==> src/rtl/scan_drv_pkg.sv <==
// Shared types, mode encodings and the active-low one-hot helper for scan_onehot_driver.
package scan_drv_pkg;

  localparam logic MODE_DIRECT = 1'b0;
  localparam logic MODE_SCAN   = 1'b1;

  localparam int unsigned MAX_OUT = 256;
  localparam int unsigned MAX_SEL = 8;

  typedef enum logic [1:0] {
    ST_IDLE,
    ST_DWELL,
    ST_GAP
  } state_e;

  // Active-low one-hot of sel over n lines; out-of-range sel yields all ones.
  function automatic logic [MAX_OUT-1:0] onehot_n(input logic [MAX_SEL-1:0] sel,
                                                  input int unsigned n);
    logic [MAX_OUT-1:0] v;
    v = '1;
    if (32'(sel) < n) v[sel] = 1'b0;
    return v;
  endfunction

endpackage

==> src/rtl/onehot_n_dec.sv <==
// Combinational parametrised active-low decoder; out-of-range select gives all ones.
module onehot_n_dec
  import scan_drv_pkg::*;
#(
  parameter int unsigned N_OUT = 8,
  parameter int unsigned SEL_W = $clog2(N_OUT)
) (
  input  logic [SEL_W-1:0] i_sel,
  output logic [N_OUT-1:0] o_dec_c
);

  assign o_dec_c = N_OUT'(onehot_n(MAX_SEL'(i_sel), N_OUT));

endmodule

==> src/rtl/scan_onehot_driver.sv <==
// Active-low one-hot select driver with direct decode and prescaled auto-scan.
// Define BLANK_GAP_EN to insert GAP blank cycles between scan positions.
module scan_onehot_driver
  import scan_drv_pkg::*;
#(
  parameter int unsigned N_OUT = 8,
  parameter int unsigned SEL_W = $clog2(N_OUT),
  parameter int unsigned DWELL = 1000,
  parameter int unsigned DIV_W = 16,
  parameter int unsigned GAP   = 2
) (
  input  logic             clk,
  input  logic             rst_n,
  input  logic             enable,
  input  logic             mode,
  input  logic [SEL_W-1:0] data_in,
  output logic [N_OUT-1:0] data_out,
  output logic [SEL_W-1:0] cur_sel,
  output logic             frame_done
);

  localparam logic [DIV_W-1:0] DWELL_LAST = DIV_W'(DWELL - 1);
  localparam logic [SEL_W-1:0] SEL_LAST   = SEL_W'(N_OUT - 1);
  localparam bit CFG_OK = (N_OUT >= 2) && (N_OUT <= MAX_OUT) && (DWELL >= 1) &&
                          (GAP >= 1) && (64'(DWELL) <= (64'(1) << DIV_W));
`ifdef BLANK_GAP_EN
  localparam logic [DIV_W-1:0] GAP_LAST   = DIV_W'(GAP - 1);
`endif

  if (!CFG_OK) begin : g_bad_cfg
    $error("scan_onehot_driver: illegal parameter combination");
  end

  state_e             r_state;
  state_e             w_state_nxt;
  logic [DIV_W-1:0]   r_presc;
  logic [DIV_W-1:0]   w_presc_nxt;
  logic [SEL_W-1:0]   r_sel;
  logic [SEL_W-1:0]   w_sel_nxt;
  logic [SEL_W-1:0]   w_sel_adv;
  logic [SEL_W-1:0]   w_dec_sel;
  logic [N_OUT-1:0]   w_dec;
  logic [N_OUT-1:0]   r_data_out;
  logic               r_frame_done;
  logic               w_frame_nxt;
  logic               w_blank;
  logic               w_in_range;

  // Explicit wrap so non-power-of-two N_OUT never walks into unused codes.
  assign w_sel_adv  = (r_sel == SEL_LAST) ? '0 : r_sel + SEL_W'(1);
  assign w_in_range = (32'(data_in) < N_OUT);

  onehot_n_dec #(
    .N_OUT (N_OUT),
    .SEL_W (SEL_W)
  ) u_dec (
    .i_sel   (w_dec_sel),
    .o_dec_c (w_dec)
  );

  // Next-state and next-output selection; priority is enable, then mode.
  always_comb begin
    w_state_nxt = r_state;
    w_presc_nxt = r_presc;
    w_sel_nxt   = r_sel;
    w_dec_sel   = r_sel;
    w_blank     = 1'b0;
    w_frame_nxt = 1'b0;
    if (!enable) begin
      w_state_nxt = ST_IDLE;
      w_presc_nxt = '0;
      w_blank     = 1'b1;
    end else if (mode == MODE_DIRECT) begin
      w_state_nxt = ST_IDLE;
      w_presc_nxt = '0;
      w_dec_sel   = data_in;
      if (w_in_range) w_sel_nxt = data_in;
    end else begin
      case (r_state)
        ST_IDLE: begin
          w_state_nxt = ST_DWELL;
          w_presc_nxt = '0;
        end
        ST_DWELL: begin
          if (r_presc == DWELL_LAST) begin
            w_presc_nxt = '0;
            w_sel_nxt   = w_sel_adv;
`ifdef BLANK_GAP_EN
            w_state_nxt = ST_GAP;
            w_blank     = 1'b1;
`else
            w_dec_sel   = w_sel_adv;
            w_frame_nxt = (w_sel_adv == '0);
`endif
          end else begin
            w_presc_nxt = r_presc + DIV_W'(1);
          end
        end
`ifdef BLANK_GAP_EN
        ST_GAP: begin
          if (r_presc == GAP_LAST) begin
            w_state_nxt = ST_DWELL;
            w_presc_nxt = '0;
            w_frame_nxt = (r_sel == '0);
          end else begin
            w_presc_nxt = r_presc + DIV_W'(1);
            w_blank     = 1'b1;
          end
        end
`endif
        default: begin
          w_state_nxt = ST_IDLE;
          w_presc_nxt = '0;
          w_blank     = 1'b1;
        end
      endcase
    end
  end

  always_ff @(posedge clk) begin
    if (!rst_n) begin
      r_state      <= ST_IDLE;
      r_presc      <= '0;
      r_sel        <= '0;
      r_data_out   <= '1;
      r_frame_done <= 1'b0;
    end else begin
      r_state      <= w_state_nxt;
      r_presc      <= w_presc_nxt;
      r_sel        <= w_sel_nxt;
      r_data_out   <= w_blank ? '1 : w_dec;
      r_frame_done <= w_frame_nxt;
    end
  end

  assign data_out   = r_data_out;
  assign cur_sel    = r_sel;
  assign frame_done = r_frame_done;

endmodule

==> config.mk <==
export PLATFORM = sky130hd
export DESIGN_NAME = scan_onehot_driver
export DESIGN_NICKNAME = d
export VERILOG_FILES = /design/src/rtl/scan_drv_pkg.sv /design/src/rtl/onehot_n_dec.sv /design/src/rtl/scan_onehot_driver.sv
export SDC_FILE = /design/constraint.sdc
export NUM_CORES = 1
export LEC_CHECK = 0
export ABC_CLOCK_PERIOD_IN_PS = 4350
export CORE_AREA = 2 2 62 64
export DETAILED_ROUTE_END_ITERATION = 7
export DIE_AREA = 0 0 64 66
export PLACE_DENSITY = 0.57
export SYNTH_ARGS = -nofsm -noshare
export SYNTH_HDL_FRONTEND = slang
export SYNTH_SLANG_ARGS = --single-unit
export TNS_END_PERCENT = 100
==> constraint.sdc <==
create_clock -name clk -period 4.35 [get_ports clk]
set_clock_uncertainty 0.15 [all_clocks]
set_input_delay 0.435 -clock clk [delete_from_list [all_inputs] [get_ports clk]]
set_output_delay 0.435 -clock clk [all_outputs]
set_load 0.02 [all_outputs]
==> flow_metrics.env <==
export IMPL_overflow=0
export IMPL_pwr_share_clk=0.381
export IMPL_syn_to_final_growth_pct=24.6
export IMPL_syn_area_um2=1210
export IMPL_end_kind="flip-flop"
export IMPL_synth_top_area_cell="dfxtp_1"
export IMPL_p_per_area_nw_per_um2=327
export IMPL_rsz0062_at_grt="no"
export IMPL_yosysWarnings=0
export IMPL_clockBufferDepth=2
export IMPL_p_comb_frac=0.070
export IMPL_intPower_mw=0.380
export IMPL_cts_sinks=29
export IMPL_postCtsSetupBuffers=0
export IMPL_worstSetupStartpointType="flip-flop"
export IMPL_clock_latency_ps=320
export IMPL_ys_flop_type="dfxtp_1"
export IMPL_crit_type="reg -> reg"
export IMPL_path_cells="or4_4 -> nor4_4 -> mux2i_1 -> a211o_1 -> or3b_1"
export IMPL_grt_max_degree=17
export IMPL_grt_use_met1=0.129
export IMPL_route_detailed_drc=0
export IMPL_grt_util_met3=0.0460
export IMPL_dp_cells=193
export IMPL_gr_usage_met2=0.229
export IMPL_die_h_um=66
export IMPL_via_per_inst=4.93
export IMPL_synth_compound_area_frac=0.0587
export IMPL_ys_ff_latch=29
export IMPL_top_usage_layer="met2"
export IMPL_synth_top_family_by_area="simple AND/OR/NAND/NOR gates"
export IMPL_track_usage=0.127
export IMPL_pre_cts_slack_ps=1910
export IMPL_core_area_um2=3550
export IMPL_grt_first_pass_wirelength_um=4060
export IMPL_drt_initial_drc_count=21
export IMPL_hpwl_um=1730
export IMPL_swShare=0.233
export IMPL_ys_types=29
export IMPL_wl_per_cell_um=11.8
export IMPL_synth_edf_count=0
export IMPL_h_tree_depth=2
export IMPL_rows=22
export IMPL_diodes=0
export IMPL_synth_top_area_share=0.478
export IMPL_fin_crit_ps=2470
export IMPL_muxShareOfSynthArea=0.0247
export IMPL_maxCapViolations=0
export IMPL_worst_pin_slew_ps=603
export IMPL_worst_path_buf_inv=0
export IMPL_peakVddDrop_v=0.000140
export IMPL_cpPeakStageDelay_ps=570
export IMPL_instances_no_fill=201
export IMPL_antenna_found_initial=0
export IMPL_fmax_mhz=405
export IMPL_power_static_leakage_nw=0.519
export IMPL_placed_cell_area_um2=1440
export IMPL_synthTopCellsByArea="dfxtp_1, nor2_1, xnor2_1"
export IMPL_synthArstFlopShare=0
export IMPL_syn_avg_cell_area_um2=9.35
export IMPL_nets=162
export IMPL_cts_tree="built"
export IMPL_synth_nets=140
export IMPL_finalSetupTns_ps=0
export IMPL_outcome="completed"
export IMPL_place_congestion=0.732
export IMPL_hold_viol=0
export IMPL_synthCells=130
export IMPL_synthXorXnorAreaFrac=0.0865
export IMPL_ctsResizeCount=0
export IMPL_synthAdderAreaFrac=0.0309
export IMPL_p_seq_frac=0.549
export IMPL_stdcell_area_um2=1510
export IMPL_relSlewSlack=0.595
export IMPL_fin_crit_sh=0.568
export IMPL_cts_made_buffers=5
export IMPL_synth_seq_area_share=0.478
export IMPL_root_buffer="clkbuf_4"
export IMPL_cp_slowest_cell="or4_4"
export IMPL_drive_gt1_frac=0.0915
export IMPL_cp_max_fo=9
export IMPL_clkTransAtPathRegs_ps=90
export IMPL_hp_class="reg -> reg"
export IMPL_path_delay_family="simple AND/OR/NAND/NOR gates"
export IMPL_start_util=0.342
export IMPL_vias=990
export IMPL_switching_power_mw=0.115
export IMPL_io_buffers=18
export IMPL_fp_dieArea_um2=4220
export IMPL_crit_required_ps=4410
export IMPL_finalWirelength_um=2380
export IMPL_ant_nets=0
export IMPL_io_pins=19
export IMPL_ctsHoldBuffers=0
export IMPL_cp_arrival_ps=2530
export IMPL_setup_slack_ps=1880
export IMPL_drv_slew=0
export IMPL_hold_worst_slack_ps=298
export IMPL_die_x_um=64
export IMPL_synthSimpleGateAreaFrac=0.300
export IMPL_final_setup_viol_count=0
export IMPL_grt_pass1_vias=941
export IMPL_first_pass_iters=4
synthesized netlist by cell type (all sizes together), types with 2 or more instances:
cell	number
inv	4
nand3	13
xnor2	8
a21oi	2
nand4	4
and3	5
dfxtp	29
nor4	2
or4	2
nand2	5
mux2i	3
o21ai	3
nor2	20
nor3	2
and2	4
clkbuf	3
nand3b	3
xor2	4
or3	2
nand2b	3
ha	3
power groups by stage:
stage	clock network, mW	logic, mW	registers [mW]
2_1_floorplan	0	0.0147	0.282
3_3_place_gp	0	0.0345	0.278
3_5_place_dp	0	0.0346	0.278
4_1_cts	0.196	0.0347	0.272
5_1_grt	0.211	0.0374	0.273
6_report	0.189	0.0346	0.272
registers in the layout, summed over array words and instances (netlist names):
register    count
r_presc        16
frame_done      1
cur_sel         3
r_state         1
data_out        8
placed cells by master, fill, tap and decap left out, types with 2 or more instances in the layout:
master	count
and2_1	3
xor2_1	4
xnor2_1	8
clkdlybuf4s50_1	18
or4_4	2
or3_1	2
nand4_1	4
nor2_1	20
mux2i_1	3
o21ai_0	3
nand2b_1	3
and3_1	5
inv_1	4
clkbuf_8	2
clkbuf_4	5
a21oi_1	2
nand3_1	13
nand3b_1	3
nor3_1	2
dfxtp_1	29
ha_1	3
nand2_1	5
metrics by stage:
stage | power (mW) | util
global route | 0.521 | 0.426
finish | 0.496 | 0.426
floorplan | 0.297 | -
detailed placement | 0.313 | 0.407
global placement | 0.313 | 0.407
CTS | 0.503 | 0.426
kinds of logic after synthesis:
family	count (synthesis)
DFF	29
and+or+nand+nor	66
xor gates and xnor gates	12
adders and majority gates	3
AOI/OAI and AO/OA	10
muxes	3
buffers and inverters	7
metal layers:
layer,share of wire,up-vias
li1,-,496
met1,0.45,461
met2,0.48,28
met3,0.047,5
met4,0.018,0
met5,0,-
layout make-up:
class	instances	area [µm²]
repair buffers	18	180
fillers	350	2040
clock inverters	1	5.00
clock buffers	7	65.1
multi-input cells	94	608
inverters	4	15.0
flip-flops and latches	29	581
well taps	48	60.1
final timing paths:
check	start	to	slack, ps	cells after the start
setup / recovery	r_presc[11]$_SDFF_PP0_	data_out[2]$_SDFF_PP1_	1880	5
hold / removal	r_presc[0]$_SDFF_PP0_	r_presc[0]$_SDFF_PP0_	300	1
setup reg to reg	r_presc[11]$_SDFF_PP0_	data_out[2]$_SDFF_PP1_	1880	5
hold reg to reg	r_presc[0]$_SDFF_PP0_	r_presc[0]$_SDFF_PP0_	300	1
Power figures use the tool's default switching activity.
